[config.mk]
export PLATFORM = sky130hd
export DESIGN_NAME = t01_score_sevenseg
export DESIGN_NICKNAME = d
export VERILOG_FILES = /design/src/rtl/t01_score_sevenseg.sv
export SDC_FILE = /design/constraint.sdc
export NUM_CORES = 1
export LEC_CHECK = 0
export BUFFER_PORTS_ARGS = -buffer_cell sky130_fd_sc_hd__buf_2
export CAP_MARGIN = 0
export CORE_ASPECT_RATIO = 1.5
export CORE_UTILIZATION = 36
export DETAILED_ROUTE_END_ITERATION = 10
export HOLD_SLACK_MARGIN = 0.06
export MAX_ROUTING_LAYER = met4
export PLACE_DENSITY = 0.57
export SYNTH_ARGS = -nofsm -noshare
export SYNTH_HDL_FRONTEND = slang
export SYNTH_SLANG_ARGS = --single-unit
export TNS_END_PERCENT = 100
[constraint.sdc]
create_clock -name clk -period 2.8 [get_ports clk]
set_input_delay 0.14 -clock clk [delete_from_list [all_inputs] [get_ports clk]]
set_output_delay 0.14 -clock clk [all_outputs]
set_load 0.005 [all_outputs]
[src/rtl/t01_score_sevenseg.sv]
// Score to 4-digit seven-segment display: iterative double-dabble (12 edges/conversion), leading-zero blanking.
// Optional game-over blink when T01_SSEG_BLINK_EN is defined; no backpressure, score changes are picked up in IDLE.
module t01_score_sevenseg #(
    parameter int unsigned BLINK_CYCLES = 12_500_000
) (
    input  logic        clk,
    input  logic        nrst,
    input  logic [9:0]  score,
    input  logic        gameover,
    output logic        busy,
    output logic [15:0] bcd,
    output logic [7:0]  ss3,
    output logic [7:0]  ss2,
    output logic [7:0]  ss1,
    output logic [7:0]  ss0
);
    typedef enum logic [1:0] {IDLE, CONV, LATCH} state_t;

    state_t      state_q, state_d;
    logic [9:0]  last_score_q, last_score_d;
    logic [9:0]  cap_q, cap_d;
    logic [9:0]  shift_q, shift_d;
    logic [15:0] scratch_q, scratch_d;
    logic [3:0]  cnt_q, cnt_d;
    logic [15:0] bcd_q, bcd_d;
    logic [15:0] adj;
    logic        blink_blank;

    function automatic logic [7:0] seg7(input logic [3:0] n);
        case (n)
            4'd0:    seg7 = 8'h3F;
            4'd1:    seg7 = 8'h06;
            4'd2:    seg7 = 8'h5B;
            4'd3:    seg7 = 8'h4F;
            4'd4:    seg7 = 8'h66;
            4'd5:    seg7 = 8'h6D;
            4'd6:    seg7 = 8'h7D;
            4'd7:    seg7 = 8'h07;
            4'd8:    seg7 = 8'h7F;
            4'd9:    seg7 = 8'h6F;
            default: seg7 = 8'h00;
        endcase
    endfunction

    always_comb begin
        for (int i = 0; i < 4; i++) begin
            adj[4*i +: 4] = (scratch_q[4*i +: 4] >= 4'd5) ? scratch_q[4*i +: 4] + 4'd3
                                                         : scratch_q[4*i +: 4];
        end
    end

    always_comb begin
        state_d      = state_q;
        last_score_d = last_score_q;
        cap_d        = cap_q;
        shift_d      = shift_q;
        scratch_d    = scratch_q;
        cnt_d        = cnt_q;
        bcd_d        = bcd_q;
        case (state_q)
            IDLE: begin
                if (score != last_score_q) begin
                    cap_d     = score;
                    shift_d   = score;
                    scratch_d = 16'h0000;
                    cnt_d     = 4'd0;
                    state_d   = CONV;
                end
            end
            CONV: begin
                // Adjust then shift the {scratch, shift} pair left by one.
                scratch_d = {adj[14:0], shift_q[9]};
                shift_d   = {shift_q[8:0], 1'b0};
                cnt_d     = cnt_q + 4'd1;
                if (cnt_q == 4'd9) state_d = LATCH;
            end
            LATCH: begin
                bcd_d        = scratch_q;
                last_score_d = cap_q;
                state_d      = IDLE;
            end
            default: state_d = IDLE;
        endcase
    end

    always_ff @(posedge clk) begin
        if (!nrst) begin
            state_q      <= IDLE;
            last_score_q <= 10'd0;
            cap_q        <= 10'd0;
            shift_q      <= 10'd0;
            scratch_q    <= 16'h0000;
            cnt_q        <= 4'd0;
            bcd_q        <= 16'h0000;
        end else begin
            state_q      <= state_d;
            last_score_q <= last_score_d;
            cap_q        <= cap_d;
            shift_q      <= shift_d;
            scratch_q    <= scratch_d;
            cnt_q        <= cnt_d;
            bcd_q        <= bcd_d;
        end
    end

`ifdef T01_SSEG_BLINK_EN
    logic [31:0] blink_cnt_q, blink_cnt_d;
    logic        blink_ph_q, blink_ph_d;

    always_comb begin
        blink_cnt_d = 32'd0;
        blink_ph_d  = 1'b0;
        if (gameover) begin
            if (blink_cnt_q == BLINK_CYCLES - 1) begin
                blink_cnt_d = 32'd0;
                blink_ph_d  = ~blink_ph_q;
            end else begin
                blink_cnt_d = blink_cnt_q + 32'd1;
                blink_ph_d  = blink_ph_q;
            end
        end
    end

    always_ff @(posedge clk) begin
        if (!nrst) begin
            blink_cnt_q <= 32'd0;
            blink_ph_q  <= 1'b0;
        end else begin
            blink_cnt_q <= blink_cnt_d;
            blink_ph_q  <= blink_ph_d;
        end
    end

    assign blink_blank = blink_ph_q;
`else
    logic        unused_gameover;
    logic [31:0] unused_blink_cycles;
    assign unused_gameover     = gameover;
    assign unused_blink_cycles = BLINK_CYCLES;
    assign blink_blank         = 1'b0;
`endif

    assign busy = (state_q != IDLE);
    assign bcd  = bcd_q;

    always_comb begin
        ss3 = seg7(bcd_q[15:12]);
        ss2 = seg7(bcd_q[11:8]);
        ss1 = seg7(bcd_q[7:4]);
        ss0 = seg7(bcd_q[3:0]);
        if (bcd_q[15:12] == 4'd0) ss3 = 8'h00;
        if (bcd_q[15:8] == 8'd0)  ss2 = 8'h00;
        if (bcd_q[15:4] == 12'd0) ss1 = 8'h00;
        if (blink_blank) begin
            ss3 = 8'h00;
            ss2 = 8'h00;
            ss1 = 8'h00;
            ss0 = 8'h00;
        end
    end
endmodule
==> impl_metrics.toml, run 1 <==
[drt]
routed_wl_um = 9360
dr_total_vias = 3575
drt_pass1_iterations = 4
drt-initial-drc-count = 148
antenna_left = 0
wl_per_cell_um = 12.9
viasPerCell = 4.92
drt_drc_violations_left = 0

[floorplan]
die_y_um = 141
start_util_pct = 36.9
die_area_um2 = 13300
fp.dieW_um = 94.5
boundaryPins = 62
fp.coreArea_um2 = 12500
rows = 50

[yosys]
synthCells = 517
synth-adder-area-share_pct = 9.21
synth_top_area_cell = "dfxtp_1"
synth_top_family_by_area = "simple AND/OR/NAND/NOR gates"
synthFlopType = "dfxtp_1"
ys_seq_area_share_pct = 41.6
synth_edf_count = 0
ys_types = 44
muxShareOfSynthArea_pct = 4.85
synth_common_cells = "dfxtp_1, nand2_1, a21oi_1"
synth_compound_area_share_pct = 16.4
synth.cell_area_um2 = 4620
ys_warn_count = 0
synthArstFlopShare_pct = 0
synth_top_area_share_pct = 41.6
synth-seq-cells = 96
synthSimpleGateAreaFrac_pct = 17.2
synth_top_cells_by_area = "dfxtp_1, ha_1, nand2_1"
syn-mean-instance-area_um2 = 8.94
yosysMostFrequentCell = "dfxtp_1"
synth_xor_area_share_pct = 4.17

[grt]
grt_pass1_vias = 3306
grt_max_degree = 56
grtUsageTotal_pct = 15.2
antenna_found_initial = 0
grt-ovfl-total = 0
grt_pass1_wl_um = 15600

[clock_tree]
cts_root_buffer = "clkbuf_16"
clk_latency_ns = 0.34
htreeDepth = 3
cts_setup_buffers = 0
numClockSinks = 96
cts_resized = 0
cts_max_path_buffers = 2
cts_buffers = 9
postCtsHoldBufs = 1
clk_pin_slew_ns = 0.07
tritoncts = "built"

[place]
gp_congestion = 0.842
place.detailed.hpwl_um = 6660
postPlaceCellArea_um2 = 4990
portBuffers = 56

[critical_path]
rr_worst_depth = 8
cp_top_family = "simple AND/OR/NAND/NOR gates"
worstPathMaxFanout = 26
worstSetupStartpointType = "flop"
timing.rr.start = "state_q[0]"
critPathRequiredTime_ns = 3.06
crit_type = "flop to flop"
cp_cell_sequence = "nand2b_4 -> mux2i_1 -> nand2b_1 -> inv_1 -> ha_1 -> nor3_1 -> a21oi_1 -> o21ai_0"
r2r_end = "ss0[6]"
arrival_ns = 2.39
crit_slowest_cell = "nand2b_4"
critPathBufInv = 1
critPathCaptureType = "flop"
cpPeakStageDelay_ns = 0.38
setup.worst_path.start = "state_q[0]"
rrSetupSlack_ns = 0.67

[power_and_ir_drop]
swShare_pct = 21.7
p_int_uw = 2210
combPwrFrac_pct = 4.9
clkPwrFrac_pct = 45.3
powerDensity_nw_per_um2 = 530
ir_worst_vdd_uv = 254
p_leak_uw = 0.00242
p_switching_uw = 612
seqPwrFrac_pct = 49.9

[worst_hold_path]
min_path_type = "input port to flop"
hold_path_depth = 3
min-delay-start = "score[5]"
hold_path_end = "cap_q[5]"

[timing]
setup_viol = 0
layout_min_cycle_time_ns = 2.13
max_slew.worst_pin.slew_ns = 0.744
fin_crit_sh_pct = 75.9
rsz0062_at_grt = "false"
setup_tns_ns = 0
slew_headroom_pct = 50.4
finalHoldViolCount = 0
final-max-slew-violation-count = 0
finalClockSkew_ns = 0.00650
fmax_ghz = 0.470

[final_layout]
drive_above_1_share_pct = 18.7
final_nets = 613
final_area_um2 = 5320
fill_cells = 1277
area_growth_pct = 15.2
diodes = 0

[run_status]
status = "complete, no violations"

[job]
cap_violations = 0
routing by layer:
layer,vias to the layer above,GRT usage [%],routed length (um)
met4,0,5.66,161
met1,1661,17.3,4170
met2,62,26.0,4710
met5,-,-,0
li1,1840,-,-
met3,12,2.97,320
through the flow:
step | instances | total power (uW) | utilization [%] | worst slack (ns) | hold WS [ns]
2_1_floorplan | 520 | 1530 | - | 0.883 | 0.270
3_3_place_gp | 710 | 1570 | 39.9 | 0.746 | 0.408
3_5_place_dp | 710 | 1570 | 39.9 | 0.695 | 0.412
4_1_cts | 727 | 2850 | 42.5 | 0.668 | 0.0652
5_1_grt | 727 | 2930 | 42.5 | 0.516 | 0.0740
6_report | 727 | 2820 | 42.5 | 0.674 | 0.0661
power by group through the flow:
stage                     logic [uW]  clock network (uW)  registers (uW)
after floorplan                  101                   0            1430
after global placement           135                   0            1440
after detailed placement         137                   0            1440
after CTS                        139                1310            1410
after global routing             154                1370            1410
final                            137                1280            1410
worst reg2reg max path, stage by stage (launching register included):
cell	delay (ns)
dfxtp_1	0.33
nand2b_4	0.38
mux2i_1	0.23
nand2b_1	0.27
inv_1	0.14
ha_1	0.20
nor3_1	0.26
a21oi_1	0.08
o21ai_0	0.16
layout by cell type, fill, tap and decap left out, types with 15 or more instances in the layout:
master	count
a21oi_1	38
buf_2	56
dfxtp_1	96
ha_1	34
inv_1	31
mux2i_1	16
nand2_1	51
nand3_1	23
nor2_1	34
o21ai_0	31
o22ai_1	15
layout make-up:
cell class | count | area, um2 | area share [%]
clock buffers | 12 | 267 | 5.01
inverters | 32 | 123 | 2.30
repair buffers | 65 | 350 | 6.59
clock inverters | 4 | 51.3 | 0.964
well taps | 156 | 195 | 3.67
multi-input cells | 362 | 2410 | 45.3
flip-flops and latches | 96 | 1920 | 36.1
worst max-delay path by stage:
stage / endpoint / slack (ns) / depth (start not counted)
floorplan: ss0[5] / 0.88 / 11
global placement: scratch_q[0] / 0.75 / 5
detailed placement: ss0[6] / 0.70 / 8
CTS: ss0[6] / 0.67 / 8
global route: ss0[6] / 0.52 / 8
finish: ss0[6] / 0.67 / 8
cells by family after synthesis:
logic type	count (synthesis)
flip-flops	96
AND/OR/NAND/NOR	164
buffers and inverters	62
multiplexers	21
other	1
XOR/XNOR	22
adder cells (fa/ha/maj)	34
AO/OA/AOI/OAI	117
No activity file was read; power rests on OpenSTA's default activity.
==> inputs of run 2 (changes only) <==
Clock period 2.8 ns to 2.1 ns, I/O delays scaled along.
==> impl_metrics.toml, run 2 (synthesis gave the netlist of run 1 again) <==
[clock_tree]
clk_pin_slew_ns = 0.07
clk_latency_ns = 0.34
cts_buffers = 9
cts_root_buffer = "clkbuf_16"
numClockSinks = 96
cts_setup_buffers = 0
tritoncts = "built"
htreeDepth = 3
cts_max_path_buffers = 2

[power_and_ir_drop]
powerDensity_nw_per_um2 = 685
p_switching_uw = 827
clkPwrFrac_pct = 44.1
swShare_pct = 22.3
p_leak_uw = 0.00246
p_int_uw = 2880
combPwrFrac_pct = 5.4
power.total_uw = 3710
seqPwrFrac_pct = 50.5
ir_worst_vdd_uv = 463

[drt]
drt_drc_violations_left = 0
drt_pass1_iterations = 4
wl_per_cell_um = 13.2
dr_total_vias = 3690
routed_wl_um = 9780
viasPerCell = 5.00
antenna_left = 0
drt-initial-drc-count = 86

[final_layout]
drive_above_1_share_pct = 19.8
fill_cells = 1287
final_nets = 625
area.sequential_um2 = 1920
area_growth_pct = 17.3
final_cell_mix = "dfxtp_1, buf_2, nand2_1"
diodes = 0
final_common_cell = "dfxtp_1"
multi_input_area_um2 = 2430

[worst_hold_path]
min_path_type = "input port to flop"

[critical_path]
worstPathMaxFanout = 17
worstSetupStartpointType = "flop"
cpMostUsedCell = "o21ai_0"
critPathRequiredTime_ns = 2.31
critPathBufInv = 0
cpPeakStageDelay_ns = 0.45
critPathCaptureType = "flop"
crit_type = "flop to flop"
crit_slowest_cell = "dfxtp_1"
cp_top_family = "simple AND/OR/NAND/NOR gates"
cp_cell_sequence = "nand2b_4 -> mux2i_1 -> nand2b_1 -> ha_1 -> a21oi_1 -> o21ai_0 -> o21ai_0"
arrival_ns = 2.18

[floorplan]
boundaryPins = 62
start_util_pct = 36.9
fp.coreArea_um2 = 12500
fp.dieW_um = 94.5
rows = 50
die_area_um2 = 13300
die_y_um = 141

[timing]
max_slew.worst_pin.slew_ns = 0.761
fin_crit_sh_pct = 93.6
slew_headroom_pct = 49.3
setup_viol = 0
final-max-slew-violation-count = 0
finalClockSkew_ns = 0.00963
fmax_ghz = 0.509
setup_tns_ns = 0
finalHoldViolCount = 0
layout_min_cycle_time_ns = 1.96

[grt]
grt_pass1_vias = 3585
grt_max_degree = 37
grt-ovfl-total = 0
grt_pass1_wl_um = 16000
grtUsageTotal_pct = 15.7
antenna_found_initial = 0

[job]
cap_violations = 0

[run_status]
status = "complete, no violations"

[place]
portBuffers = 56
gp_congestion = 0.847
place.detailed.hpwl_um = 7090
run 2: stage by stage:
stage	cells	hold slack, ns	util [%]	cell area [um2]	worst slack (ns)
finish	738	0.0667	43.3	5420	0.135
global route	738	0.0905	43.3	5420	-0.0145
CTS	738	0.0657	43.2	5400	0.0254
detailed placement	716	0.383	40.3	5040	0.164
global placement	716	0.370	40.3	5040	0.156
floorplan	520	0.235	-	4630	0.183
run 2: worst reg2reg max path: cells and delay by family, from the launching register on:
family | cells | cell delay [ns]
flops | 1 | 0.45
simple gates | 2 | 0.48
compound gates | 3 | 0.43
fa+ha+maj | 1 | 0.19
mux | 1 | 0.30
run 2: timing repair:
item,CTS,global route
setup endpoints to repair,0,12
endpoints found under the hold margin,7,0
hold buffers,7,0
resized for setup,0,4
run 2: final timing paths:
path                            slack (ns)               to        from  cells after the start
worst max-delay path                  0.14             flop  state_q[1]                      7
worst min-delay path                  0.07         cap_q[9]    score[9]                      3
worst max register to register        0.14             flop  state_q[1]                      7
worst min register to register        0.45  last_score_q[8]    cap_q[8]                      2
run 2: routing by layer:
metal	vias up	global-route usage [%]	wire [um]
met5	-	-	0
met4	0	6.06	157
met3	12	3.07	312
met2	62	29.2	5100
met1	1736	15.8	4200
li1	1880	-	-
run 2: layout make-up:
cell class | instances | area share [%]
Clock buffer | 10 | 4.41
Clock inverter | 5 | 1.04
Inverter | 32 | 2.26
Multi-Input combinational cell | 362 | 44.8
Sequential cell | 96 | 35.5
Tap cell | 156 | 3.60
Timing Repair Buffer | 77 | 8.40
run 2: power by group through the flow:
stage                     Combinational, uW  Clock (uW)  Sequential (uW)
after floorplan                         134           0             1910
final                                   201        1630             1880
after detailed placement                192           0             1920
after CTS                               203        1680             1870
after global routing                    225        1750             1880
after global placement                  187           0             1920
